[src/rtl/sign_mul_in.sv]
// Two-entry FIFO that splits signed operand pairs into sign and magnitude for an unsigned multiplier.
// Latency: 1 cycle from accept to out_valid into an empty FIFO; outputs come from registers only.
// Backpressure: in_ready drops when both entries are full; a pop never lets a push through.
//
// Ports: clk/rst_n (async active-low), flush (sync clear), in_valid/in_ready + data_a/data_b,
//        out_valid/out_ready + mag_a/mag_b/sign_a/sign_b/zero_flag, occupancy (0..2).
// Build option: SIGN_MUL_IN_SAT_EN clamps the most-negative operand to magnitude 2^(WIDTH-1)-1.
module sign_mul_in #(
    parameter int WIDTH = 8
) (
    input  logic             clk,
    input  logic             rst_n,
    input  logic             flush,
    input  logic             in_valid,
    output logic             in_ready,
    input  logic [WIDTH-1:0] data_a,
    input  logic [WIDTH-1:0] data_b,
    output logic             out_valid,
    input  logic             out_ready,
    output logic [WIDTH-1:0] mag_a,
    output logic [WIDTH-1:0] mag_b,
    output logic             sign_a,
    output logic             sign_b,
    output logic             zero_flag,
    output logic [1:0]       occupancy
);

    typedef struct packed {
        logic [WIDTH-1:0] mag_a;
        logic [WIDTH-1:0] mag_b;
        logic             sign_a;
        logic             sign_b;
        logic             zero;
    } entry_t;

    localparam logic [WIDTH-1:0] ONE      = WIDTH'(1);
    localparam logic [WIDTH-1:0] MOST_NEG = {1'b1, {(WIDTH-1){1'b0}}};
`ifdef SIGN_MUL_IN_SAT_EN
    localparam logic [WIDTH-1:0] SAT_MAG  = {1'b0, {(WIDTH-1){1'b1}}};
`endif

    // Returns {sign, magnitude}. A zero operand has MSB 0, so its sign is already 0.
    function automatic logic [WIDTH:0] decomp(input logic [WIDTH-1:0] x);
        logic [WIDTH-1:0] mag;
        logic             sgn;
        sgn = x[WIDTH-1];
        mag = sgn ? (~x + ONE) : x;
`ifdef SIGN_MUL_IN_SAT_EN
        if (x == MOST_NEG) begin
            mag = SAT_MAG;
        end
`else
        // ~x+1 of the most-negative value wraps to itself, which read unsigned
        // is exactly 2^(WIDTH-1), so no special case is needed.
        if (x == MOST_NEG) begin
            mag = MOST_NEG;
        end
`endif
        return {sgn, mag};
    endfunction

    entry_t           mem [2];
    entry_t           wr_ent;
    entry_t           rd_ent;
    logic             wr_ptr;
    logic             rd_ptr;
    logic [1:0]       count;
    logic             init_done;
    logic             push;
    logic             pop;
    logic [WIDTH:0]   dec_a;
    logic [WIDTH:0]   dec_b;

    // init_done keeps in_ready low through reset and until the first edge after release.
    assign in_ready  = init_done && (count < 2'd2);
    assign out_valid = (count != 2'd0);
    assign push      = in_valid && in_ready;
    assign pop       = out_valid && out_ready;
    assign occupancy = count;

    always_comb begin
        dec_a         = decomp(data_a);
        dec_b         = decomp(data_b);
        wr_ent        = '0;
        wr_ent.sign_a = dec_a[WIDTH];
        wr_ent.mag_a  = dec_a[WIDTH-1:0];
        wr_ent.sign_b = dec_b[WIDTH];
        wr_ent.mag_b  = dec_b[WIDTH-1:0];
        wr_ent.zero   = (data_a == '0) || (data_b == '0);
    end

    always_ff @(posedge clk or negedge rst_n) begin
        if (!rst_n) begin
            for (int i = 0; i < 2; i++) begin
                mem[i] <= '0;
            end
            wr_ptr    <= 1'b0;
            rd_ptr    <= 1'b0;
            count     <= 2'd0;
            init_done <= 1'b0;
        end else begin
            init_done <= 1'b1;
            if (flush) begin
                wr_ptr <= 1'b0;
                rd_ptr <= 1'b0;
                count  <= 2'd0;
            end else begin
                if (push) begin
                    mem[wr_ptr] <= wr_ent;
                    wr_ptr      <= ~wr_ptr;
                end
                if (pop) begin
                    rd_ptr <= ~rd_ptr;
                end
                case ({push, pop})
                    2'b10:   count <= count + 2'd1;
                    2'b01:   count <= count - 2'd1;
                    default: count <= count;
                endcase
            end
        end
    end

    // Head entry drives the outputs; contents are meaningless while out_valid is low.
    assign rd_ent    = mem[rd_ptr];
    assign mag_a     = rd_ent.mag_a;
    assign mag_b     = rd_ent.mag_b;
    assign sign_a    = rd_ent.sign_a;
    assign sign_b    = rd_ent.sign_b;
    assign zero_flag = rd_ent.zero;

endmodule

[config.mk]
export PLATFORM = sky130hd
export DESIGN_NAME = sign_mul_in
export DESIGN_NICKNAME = d
export VERILOG_FILES = /design/src/rtl/sign_mul_in.sv
export SDC_FILE = /design/constraint.sdc
export NUM_CORES = 1
export LEC_CHECK = 0
export ABC_AREA = 1
export BUFFER_PORTS_ARGS = -buffer_cell sky130_fd_sc_hd__buf_2
export CAP_MARGIN = 15
export CORE_MARGIN = 4
export CORE_UTILIZATION = 47
export CTS_CLUSTER_DIAMETER = 60
export CTS_CLUSTER_SIZE = 14
export DETAILED_ROUTE_END_ITERATION = 16
export GPL_TIMING_DRIVEN = 1
export PLACE_DENSITY = 0.69
export SYNTH_ARGS = -nofsm -noshare
export SYNTH_HDL_FRONTEND = slang
export SYNTH_SLANG_ARGS = --single-unit
export TNS_END_PERCENT = 5
[constraint.sdc]
create_clock -name clk -period 1.5 [get_ports clk]
set_input_delay 0.45 -clock clk [delete_from_list [all_inputs] [get_ports clk]]
set_output_delay 0.45 -clock clk [all_outputs]
set_load 0.01 [all_outputs]
=== Word level (Yosys, flattened, before mapping) ===
Cells that the tools add are included.

* Register bits after elaboration: 43
* Input port bits: 21
* Output and inout port bits: 23
* Logic and storage cells: 61

* Add/subtract/negate cells: 4
* $lt $le $gt $ge: 4
* Eq/ne operators: 4
* Mux-type cells: 16
* Bitwise operators: 7
* Reduce and logical (&&, ||, !) cells: 12

{| class="wikitable"
|+ Operator list
! kind !! number
|-
| $mux 19 || 4
|-
| $bwmux 38 || 1
|-
| $mux 8 || 4
|-
| $demux 19 s1 || 1
|-
| $add 8x1->8 const B || 2
|-
| $eq 8x8->1 const B || 2
|-
| $logic_not 8->1 || 2
|-
| $not 8->8 || 2
|-
| $reduce_bool 2->1 || 3
|-
| $ge 2x2->1 const B || 2
|-
| $logic_and 1x1->1 || 4
|-
| $mux 1 || 4
|-
| $not 1->2 || 2
|-
| $pmux 2 s2 || 1
|-
| $not 1->1 || 3
|-
| $reduce_bool 3->1 || 1
|-
| $add 2x1->2 const B || 1
|-
| $eq 2x1->1 const B || 1
|-
| $eq 2x2->1 const B || 1
|-
| $lt 2x1->1 const B || 1
|-
| $lt 2x2->1 const B || 1
|-
| $mux 2 || 1
|-
| $reduce_and 2->1 || 1
|-
| $sub 2x1->2 const B || 1
|-
| $logic_or 1x1->1 || 1
|}

=== Depth between registers and ports, before layout ===
* Depth after elaboration: 6
* Gate-level depth with buffers: 10
* Gate-level depth less buffers: 10

=== Least setup slack after synthesis ===
Ideal clock, no wire load.

* Path type: flip-flop to output port
* Start point: reg rd_ptr
* End point: out mag_a[0]
* Arrival: 0.957 ns
* Data required time: 1.050 ns
* Path slack: 0.093 ns
* Cell stages (with the launch flop): 5
* Buffers on the path: 1
* Cells stage by stage: dfrtp_1 -> clkinv_1 -> clkbuf_1 -> nand2_1 -> nand2_1

* Longest elaborated chain between the ends: 4

{| class="wikitable"
|+ RTL lines
! item !! line !! text
|-
| from (decl) || 66 || <nowiki>logic rd_ptr;</nowiki>
|-
| from (signal assigned) || 113 || <nowiki>rd_ptr <= ~rd_ptr;</nowiki>
|-
| $not 1->2 (implied by the code) || 125 || <nowiki>assign rd_ent = mem[rd_ptr];</nowiki>
|-
| $mux 19 (implied by the code) (3 in a row) || 125 ||
|-
| to (decl) || 20 || <nowiki>output logic [WIDTH-1:0] mag_a,</nowiki>
|}

No other way between the ends. The select of a mux whose other input is x is not followed.

=== Worst setup path after layout ===
* Start point: reg rd_ptr
* End point: out mag_a[5]

The elaborated chain is that of the path after synthesis.

==> impl_metrics.ini <==
[die]
initial_core_util = 0.487
io_pins = 44
die_area_sq_mm = 0.00611
fp.dieH_microns = 78.2
die_x_microns = 78.2
core-area_sq_mm = 0.00475
num_rows = 25

[place]
dp_hpwl_microns = 3970
dp_cells = 437
pre_cts_ws_ns = -0.0614
gp_congestion = 0.860
portBuffers = 43

[cells_and_area]
final_common_cell = nand2_1
fin_nets = 404
fin_cells = 449
utilization = 0.622
drive_gt1_frac = 0.264
syn_to_final_growth_pct = 27.9
antennaDiodeCount = 0
final_cell_mix = nand2_1, dfrtp_1, buf_2

[synthesis]
seq_area_frac_synth = 0.465
synth-compound-area-share = 0.0752
synthDistinctLibCells = 24
yosysWarnings = 0
syn_area_per_cell_sq_um = 7.23
synthCells = 320
synth_top_family_by_area = simple AND/OR/NAND/NOR gates
synthAdderAreaFrac = 0.0108
synth_edf_count = 0
synth_top_flop_cell = dfrtp_1
syn_nets = 343
synthArstFlopShare = 1.00
synth_seq_cells = 43
synth.area.mux_share = 0
syn_area_sq_mm = 0.00231
yosys.area_share.simple = 0.366
synth-xor-area-share = 0.0114

[clock_tree]
holdBufCountCts = 0
numCtsBuffers = 5
clock-sinks = 43
root_buffer = clkbuf_8
insertion_delay_ns = 0.30
htreeDepth = 2
clk_pin_slew_worst_paths_ns = 0.08
clockBufferDepth = 2
cts_tree = yes

[timing]
grt_setup_unrepaired = yes
fin_skew_ns = 0.00494
slew_viol_final = 0
holdWs_ns = 0.123
max_freq_ghz = 0.594
fin_ws_ns = -0.182
setup_viol = 19
post-route-min-period_ns = 1.68
finalHoldViolations = 0
min_period_over_period = 1.12

[pwr]
powerDensity_mw_per_mm2 = 1460
max-vdd-ir-drop_mv = 0.671
total_leakage_power_uw = 0.00168
p_total_uw = 4310

[route]
via_per_inst = 4.85
drtIter0Drc = 160
wl_per_cell_microns = 13.0
wl_microns = 5820
dr.pass1.iters = 4
drc_errors = 0
routed-via-count = 2179
final_antenna_net_count = 0

[grt]
grt_pass1_wl_microns = 9340
grt.total_usage = 0.195
grt_max_degree = 44
grt_pass1_vias = 1989
overflow = 0
antenna_found_initial = 0

[worst_setup_path]
crit_arrival_ns = 1.23
required_ns = 1.05
cp_max_fo = 8
crit_type = flop to output pin
cp-startpoint = rd_ptr$_DFFE_PN0P_
endpoint_kind = output pin
startpoint_type = flop
r2r-start = occupancy[1]$_DFFE_PN0P_

[outcome]
outcome = complete, but fails checks
violations = negative setup slack

[flow_run]
cap_violations = 0

[hold_path]
min_path_type = primary input to async pin
per-layer routing:
layer | vias to the layer above | global-route usage | wire (microns)
met5 | - | 0 | 0
met4 | 0 | 0.0734 | 107
met3 | 9 | 0.0424 | 215
met2 | 40 | 0.317 | 2810
met1 | 1007 | 0.256 | 2690
li1 | 1123 | - | -
logic make-up (layout without fill, tap and decap cells):
logic type / after synthesis / in the layout
simple gates: 200 / 200
flops: 43 / 43
buf+inv: 37 / 99
compound gates: 34 / 34
xor+xnor: 3 / 3
fa+ha+maj: 2 / 2
other cells: 1 / 1
area by class of cell:
| class | instances | area, sq um |
|---|---|---|
| clock inverters | 3 | 15.0 |
| repair buffers | 65 | 482 |
| well taps | 67 | 83.8 |
| clock buffers | 5 | 68.8 |
| multi-input cells | 240 | 1130 |
| flip-flops and latches | 43 | 1080 |
| fillers | 449 | 1800 |
| inverters | 26 | 103 |
metrics by stage:
| stage | TNS (ns) | instance area, sq um |
|---|---|---|
| final | -2.93 | 2960 |
| after global routing | -4.33 | 2960 |
| after CTS | -2.80 | 2830 |
| after detailed placement | -0.224 | 2720 |
| after global placement | -0.0218 | 2720 |
| after floorplan | 0 | 2310 |
cell usage after synthesis (2+ instances only):
| master | n | area (sq um) |
|---|---|---|
| buf_2 | 4 | 20.0 |
| clkbuf_1 | 3 | 11.3 |
| o21ai_1 | 2 | 10.0 |
| buf_6 | 2 | 22.5 |
| nor2_1 | 11 | 41.3 |
| inv_2 | 4 | 15.0 |
| inv_1 | 21 | 78.8 |
| nand2_1 | 156 | 586 |
| dfrtp_1 | 43 | 1080 |
| ha_1 | 2 | 25.0 |
| a21oi_1 | 3 | 15.0 |
| xor2_1 | 3 | 26.3 |
| nand3_1 | 22 | 110 |
| nand4_1 | 7 | 43.8 |
| o21ai_0 | 28 | 140 |
critical path, stage by stage (launching register included):
cell	delay, ns
dfrtp_2	0.41
clkinv_4	0.10
clkbuf_16	0.18
nand2_2	0.05
nand2_1	0.05
buf_2	0.14
power breakdown:
part / internal [uW] / leakage (uW) / switching, uW
Sequential: 1590 / 0.000556 / 270
Clock: 319 / 0.0000477 / 404
Combinational: 770 / 0.00108 / 955
Total: 2680 / 0.00168 / 1630
sequential cells by signal, indices dropped and copies added (netlist names):
name	count
rd_ptr	1
mem	38
wr_ptr	1
occupancy	2
init_done	1
repair_timing:
action / in CTS / in global routing
setup buffers: 1 / 1
pin swaps: 1 / 1
cloned: 0 / 2
gates resized for setup: 7 / 23
endpoints found under the hold margin: 0 / 0
endpoints found under the setup margin: 20 / 23
final timing paths:
kind / end / slack (ns) / cells past startpoint
max in group asynchronous: rd_ptr$_DFFE_PN0P_ / 1.17 / 2
hold / removal: mem[15]$_DFFE_PN0P_ / 0.12 / 2
setup / recovery: mag_a[5] / -0.18 / 5
min in group clk: mem[11]$_DFFE_PN0P_ / 0.44 / 3
hold reg to reg: mem[13]$_DFFE_PN0P_ / 0.48 / 2
setup reg to reg: mem[22]$_DFFE_PN0P_ / 0.08 / 5
Note: power is estimated with default switching activity, not from simulation.
